===== config.mk =====
export PLATFORM = sky130hd
export DESIGN_NAME = mem_arbiter
export DESIGN_NICKNAME = d
export VERILOG_FILES = /design/src/rtl/mem_arbiter.sv
export SDC_FILE = /design/constraint.sdc
export NUM_CORES = 1
export LEC_CHECK = 0
export CAP_MARGIN = 15
export CORE_MARGIN = 2
export CORE_UTILIZATION = 45
export DETAILED_ROUTE_END_ITERATION = 16
export GPL_TIMING_DRIVEN = 1
export PLACE_DENSITY = 0.81
export SLEW_MARGIN = 20
export SYNTH_ARGS = -nofsm -noshare
export SYNTH_HDL_FRONTEND = slang
export SYNTH_SLANG_ARGS = --single-unit

===== constraint.sdc =====
create_clock -name clk -period 4.3 [get_ports clk]
set_input_delay 0.86 -clock clk [delete_from_list [all_inputs] [get_ports clk]]
set_output_delay 0.86 -clock clk [all_outputs]
set_load 0.01 [all_outputs]

===== src/rtl/mem_arbiter.sv =====
// mem_arbiter: shares one single-port synchronous SRAM between the CPU bus
// (read/write) and the VDP pixel fetch (read-only). One access is in flight
// at a time, so the SRAM sees at most one access every two cycles. The VDP
// normally wins, but a pending CPU request forcibly wins once it has lost
// CPU_MAX_WAIT VDP grants in a row.
module mem_arbiter #(
    parameter int ADDR_W       = 16,
    parameter int DATA_W       = 8,
    parameter int CPU_MAX_WAIT = 2
) (
    input  logic              clk,
    input  logic              reset,
    input  logic              cpu_req,
    input  logic              cpu_we,
    input  logic [ADDR_W-1:0] cpu_addr,
    input  logic [DATA_W-1:0] cpu_wdata,
    output logic              cpu_ack,
    output logic [DATA_W-1:0] cpu_rdata,
    input  logic              vdp_req,
    input  logic [ADDR_W-1:0] vdp_addr,
    output logic              vdp_ack,
    output logic [DATA_W-1:0] vdp_rdata,
    output logic [ADDR_W-1:0] mem_addr,
    output logic [DATA_W-1:0] mem_wdata,
    output logic              mem_we,
    input  logic [DATA_W-1:0] mem_rdata
);

    localparam int                WAIT_W     = $clog2(CPU_MAX_WAIT + 1);
    localparam logic [WAIT_W-1:0] WAIT_LIMIT = WAIT_W'(CPU_MAX_WAIT);
    localparam logic [WAIT_W-1:0] WAIT_ONE   = WAIT_W'(1);

    localparam logic [1:0] ST_IDLE = 2'd0;
    localparam logic [1:0] ST_ADDR = 2'd1;
    localparam logic [1:0] ST_DATA = 2'd2;

    localparam logic [1:0] OWN_NONE = 2'd0;
    localparam logic [1:0] OWN_CPU  = 2'd1;
    localparam logic [1:0] OWN_VDP  = 2'd2;

    logic [1:0]        state;
    logic [1:0]        owner;
    logic              owner_we;
    logic [WAIT_W-1:0] wait_cnt;

    logic cpu_cand;
    logic vdp_cand;
    logic cpu_forced;
    logic grant_cpu;
    logic grant_vdp;
    logic grant_any;
    logic finishing_cpu;
    logic finishing_vdp;

    // Decide who may compete this cycle. In IDLE both requesters compete.
    // At the end of an access the owner's request is still high because it
    // has not seen its ack yet, so the owner is never re-granted on its own:
    // a CPU owner is excluded outright, and a VDP owner only stays in the
    // running while the CPU is also waiting, where the wait guard bounds how
    // long the VDP can keep the memory.
    always_comb begin
        cpu_cand = 1'b0;
        vdp_cand = 1'b0;
        case (state)
            ST_IDLE: begin
                cpu_cand = cpu_req;
                vdp_cand = vdp_req;
            end
            ST_DATA: begin
                if (owner == OWN_CPU) begin
                    vdp_cand = vdp_req;
                end else if (cpu_req) begin
                    cpu_cand = 1'b1;
                    vdp_cand = vdp_req;
                end
            end
            default: begin
                cpu_cand = 1'b0;
                vdp_cand = 1'b0;
            end
        endcase
    end

    // Fixed VDP priority, overridden once the CPU has lost enough grants.
    always_comb begin
        cpu_forced    = (wait_cnt == WAIT_LIMIT);
        grant_vdp     = vdp_cand && !(cpu_cand && cpu_forced);
        grant_cpu     = cpu_cand && !grant_vdp;
        grant_any     = grant_cpu || grant_vdp;
        finishing_cpu = (state == ST_DATA) && (owner == OWN_CPU);
        finishing_vdp = (state == ST_DATA) && (owner == OWN_VDP);
    end

    // Access sequencer: IDLE -> ADDR -> DATA, chaining straight back to ADDR
    // when a new winner exists at the end of an access.
    always_ff @(posedge clk or negedge reset) begin
        if (!reset) begin
            state    <= ST_IDLE;
            owner    <= OWN_NONE;
            owner_we <= 1'b0;
        end else if (state == ST_ADDR) begin
            state <= ST_DATA;
        end else if (grant_any) begin
            state    <= ST_ADDR;
            owner    <= grant_cpu ? OWN_CPU : OWN_VDP;
            owner_we <= grant_cpu && cpu_we;
        end else begin
            state    <= ST_IDLE;
            owner    <= OWN_NONE;
            owner_we <= 1'b0;
        end
    end

    // SRAM port registers: the winner's address and data are captured once at
    // grant, and the write strobe lasts exactly the one ADDR cycle.
    always_ff @(posedge clk or negedge reset) begin
        if (!reset) begin
            mem_addr  <= '0;
            mem_wdata <= '0;
            mem_we    <= 1'b0;
        end else if (grant_any) begin
            mem_addr  <= grant_cpu ? cpu_addr : vdp_addr;
            mem_wdata <= cpu_wdata;
            mem_we    <= grant_cpu && cpu_we;
        end else begin
            mem_we <= 1'b0;
        end
    end

    // Completion: one-cycle ack to the owner and read data capture; a CPU
    // write leaves the last CPU read data in place.
    always_ff @(posedge clk or negedge reset) begin
        if (!reset) begin
            cpu_ack   <= 1'b0;
            vdp_ack   <= 1'b0;
            cpu_rdata <= '0;
            vdp_rdata <= '0;
        end else begin
            cpu_ack <= finishing_cpu;
            vdp_ack <= finishing_vdp;
            if (finishing_cpu && !owner_we) begin
                cpu_rdata <= mem_rdata;
            end
            if (finishing_vdp) begin
                vdp_rdata <= mem_rdata;
            end
        end
    end

    // Count VDP grants lost by a pending CPU; saturates at the limit and
    // clears once the CPU is served or stops asking.
    always_ff @(posedge clk or negedge reset) begin
        if (!reset) begin
            wait_cnt <= '0;
        end else if (!cpu_req || grant_cpu) begin
            wait_cnt <= '0;
        end else if (grant_vdp && (wait_cnt != WAIT_LIMIT)) begin
            wait_cnt <= wait_cnt + WAIT_ONE;
        end
    end

endmodule


# Word-level counts from Yosys, hierarchy flattened

Cells that the tools add are included.
W data, S select, Z words.

Register bits after elaboration: 50
Bits of input ports: 53
Output and inout bits: 43
Logic and storage cells: 48

Eq/ne operators: 6
Reductions and logical operators: 16
Add/subtract/negate cells: 1
Multiplexer cells: 14

Operators by type and width:

| cell                  | number |
|---|---|
| $mux W16              | 1 |
| $mux W2               | 5 |
| $logic_and A1 B1 Y1   | 8 |
| $eq A2 B2 Y1 const B  | 3 |
| $mux W1               | 6 |
| $eq A2 B1 Y1 const B  | 2 |
| $logic_not A1 Y1      | 4 |
| $pmux W1 S2           | 2 |
| $add A2 B1 Y2 const B | 1 |
| $logic_not A2 Y1      | 1 |
| $logic_or A1 B1 Y1    | 2 |
| $ne A2 B2 Y1 const B  | 1 |
| $reduce_bool A2 Y1    | 1 |

# Longest topological paths before layout

Depth in word-level cells: 11
Gate-level depth with buffers: 7
Gate-level depth less buffers: 6

# Least setup slack after synthesis

OpenSTA, ideal clock, no wires.

Path type: in2reg
Start: input cpu_req
End: register mem_wdata[4]
Stages: 6
Slack: 2.292 ns
Buffers on the path: 2
Setup time: 0.125 ns
Required time: 4.175 ns
Arrival: 1.883 ns
Path through: nand2b_1 nor2_1 or3_1 buf_6 buf_8 mux2_4

Cells in the longest elaborated chain, start to end: 9
Elaborated cells on any way between the ends: 12
Classes of those cells: mux (6); reduce/logical (6)

Ends and longest elaborated chain:

| item                   | line | RTL |
|---|---|---|
| start: declaration     | 13   | `input logic cpu_req,` |
| $mux W1                | 72   | `end else if (cpu_req) begin` |
| $mux W1                | 70   | `if (owner == OWN_CPU) begin` |
| $pmux W1 S2            | 64   | `case (state)` |
| $logic_and A1 B1 Y1    | 87   | `grant_vdp = vdp_cand && !(cpu_cand && cpu_forced);` |
| $logic_not A1 Y1       | 87   |  |
| $logic_and A1 B1 Y1    | 87   |  |
| $logic_not A1 Y1       | 88   | `grant_cpu = cpu_cand && !grant_vdp;` |
| $logic_and A1 B1 Y1    | 88   |  |
| $logic_or A1 B1 Y1 (*) | 89   | `grant_any = grant_cpu \|\| grant_vdp;` |
| end signal: assignment | 123  | `mem_wdata <= cpu_wdata;` |
| end: declaration       | 24   | `output logic [DATA_W-1:0] mem_wdata,` |

Mark *: on every way between the ends. The rest lies on a longest branch, timed or not.
A chain may end at the register's enable or synchronous reset.

# Final worst setup path

Start: input cpu_req
End: register mem_wdata[2]

The elaborated chain is that of the path after synthesis.

==> impl_metrics.yaml <==
cts:
  cts.repair.resized: 0
  hold_buffers: 0
  max-clock-path-buffers: 2
  cts_buffers: 5
  cts_sinks: 50
  clk_pin_slew_ns: 0.09
  root_buffer: "clkbuf_8"
  cts_tree: "done"
  cts_setup_buffers: 0
  clkLatencyLatePin_ns: 0.30
  cts_max_level: 2
synthesis:
  syn_area_sq_mm: 0.00225
  ys_warn_count: 0
  synthArstFlopShare: 1.00
  synth-seq-cells: 50
  ys_types: 29
  yosysSeqAreaShare: 0.557
  syn_nets: 232
  avgSynthCellArea_sq_um: 12.6
  synthFlopType: "dfrtp_1"
  synth_edf_count: 0
  synthCells: 178
pwr:
  p_sw_frac: 0.322
  p_int_mw: 1.40
  comb_power_share: 0.486
  power.density_mw_per_mm2: 623
  p_switching_mw: 0.666
  power_frac_seq: 0.391
  ir_drop_mv: 0.319
  p_clk_frac: 0.123
  p_leak_nw: 1.55
floorplan:
  die_h_um: 74.7
  dieArea_sq_mm: 0.00557
  io_pins: 96
  num_rows: 25
  die_w_um: 74.7
  core-area_sq_mm: 0.00475
  initial_utilization: 0.473
drt:
  drt_pass1_iterations: 4
  wl_um: 4890
  drt-vias-per-instance: 4.74
  wl_per_cell_um: 14.3
  drc: 0
  vias: 1622
  drtIter0Drc: 87
  ant_nets: 0
setup_path:
  crit_family: "simple AND/OR/NAND/NOR gates"
  path_cells: "clkdlybuf4s50_1, nand2b_1, nor2_1, or3_1, buf_4, mux2_2"
  cp_max_fo: 14
  crit_arrival_ns: 3.02
  start_kind: "primary input"
  max_stage_delay_ns: 0.61
  end_kind: "flip-flop"
  slowest_stage: "or3_1"
  path_buf_inv: 2
  required_ns: 4.49
  ff2ff_setup_slack_ns: 2.11
  critical_path_class: "in2reg"
place:
  post-place-cells: 335
  dpl.hpwl_um: 3620
  finalWeightedCongestion: 0.849
  numPortBuffers: 95
job:
  cap_violations: 0
sta:
  fin_crit_sh: 0.658
  worstMarginPinSlew_ns: 1.05
  finClkSkew_ns: 0.00783
  fmax_mhz: 353
  setup_tns_ns: 0
  grt_setup_unrepaired: "false"
  finalSetupViolCount: 0
  relSlewSlack: 0.299
  period_needed_ns: 2.83
  hold_violations: 0
  maxSlewViolCount: 0
outcome:
  run_status: "finished, final reports clean"
global_route:
  grt_usage: 0.186
  grt_start_max_net_pins: 51
  grt.busiest_layer: "met2"
  antenna_found_initial: 0
  grtUsageMet3: 0.0428
  gr-total-overflow: 0
  grt_pass1_wl_um: 7750
  globalRouteMet1Util: 0.240
  grt_use_met2: 0.312
  grt_pass1_vias: 1638
final_layout:
  nFillCells: 372
  antenna_cells: 0
  instances_no_fill: 342
  fin_nets: 329
  layout-drive-gt1-share: 0.185
  area_growth_pct: 47.4
min_path:
  min_path_type: "reg2reg"
## path summary, 6_finish.rpt
check / from / end / cells after the start
worst max-delay path: cpu_req / mem_wdata[2] / 6
worst min-delay path: owner_we / owner_we / 1
worst max register to register: owner[1] / mem_wdata[2] / 5
worst min register to register: owner_we / owner_we / 1
max in group asynchronous: reset / vdp_rdata[1] / 1
min in group asynchronous: reset / cpu_rdata[4] / 1
## through the flow
stage	setup WS (ns)	util	instance area [sq um]	total power, mW	hold slack, ns
after floorplan	2.29	-	2250	1.34	0.471
after global placement	1.22	0.680	3230	1.80	0.486
after detailed placement	1.15	0.680	3230	1.83	0.487
after CTS	1.46	0.696	3310	2.09	0.505
after global routing	1.36	0.697	3310	2.19	0.514
final	1.47	0.697	3310	2.06	0.501
## cell type report
cell class	count	area [sq um]	share of cell area
clock buffer	7	76.3	0.0230
inverter	35	131	0.0397
multi-input combinational	86	806	0.243
sequential	50	1250	0.378
tap	67	83.8	0.0253
timing repair buffer	97	963	0.291
## worst reg2reg max path, cell delays in order, from the launching register on
cell,delay [ns]
dfrtp_1,0.41
nand3b_4,0.18
a21oi_1,0.14
or3_1,0.62
buf_4,0.37
mux2_2,0.37
## metal layers
| layer | wire length (um) | vias up |
|---|---|---|
| met5 | 0 | - |
| met4 | 65 | 0 |
| met2 | 2380 | 55 |
| li1 | - | 785 |
| met3 | 332 | 5 |
| met1 | 2110 | 777 |
## cells by family (layout without fill, tap and decap cells)
family | Yosys count | in the layout | share of synthesized area
compound gates | 23 | 23 | 0.125
fa+ha+maj | 1 | 1 | 0.00557
simple gates | 36 | 36 | 0.0941
buf+inv | 42 | 139 | 0.0846
flops | 50 | 50 | 0.557
mux | 26 | 26 | 0.134
## state kept, by name, summed over array words and instances (netlist names)
signal,flops
cpu_rdata,8
owner,2
cpu_ack,1
mem_wdata,8
state,2
wait_cnt,2
vdp_ack,1
mem_addr,16
owner_we,1
vdp_rdata,8
mem_we,1
## layout by cell type (no fill, tap or decap)
cell type / instances
clkdlybuf4s50_1: 94
dfrtp_1: 50
inv_1: 35
mux2_2: 21
nor2_1: 19
a221oi_2: 16
clkbuf_8: 5
nand2_1: 3
mux2_4: 3
o21ai_0: 3
buf_4: 3
a21oi_1: 2
nand2b_1: 2
a21o_1: 2
mux2i_1: 2
and2_1: 2
clkbuf_1: 2
nor2b_1: 1
nand3b_4: 1
and2b_1: 1
or3_1: 1
nor4bb_1: 1
nand4b_1: 1
and3b_1: 1
nor3b_4: 1
nor3_2: 1
nor3b_1: 1
ha_1: 1
## Yosys cell counts (2+ instances only)
library cell  instances  area, sq um
a21oi_1               2         10.0
nor2_1               19         71.3
nand2_1               3         11.3
mux2i_1               2         20.0
and2_1                2         12.5
dfrtp_1              50         1250
buf_6                 2         22.5
buf_2                 2         10.0
a221oi_2             16          240
o21ai_0               3         15.0
inv_1                35          131
mux2_4                3         45.0
a21o_1                2         15.0
nand2b_1              2         12.5
mux2_2               21          236
## power groups by stage
stage,Sequential [mW],Combinational [mW],Clock [mW]
floorplan,0.884,0.456,0
CTS,0.808,1.02,0.262
global route,0.837,1.08,0.279
detailed placement,0.815,1.02,0
finish,0.807,1.00,0.254
global placement,0.810,0.994,0
No activity file was read; power rests on OpenSTA's default activity.
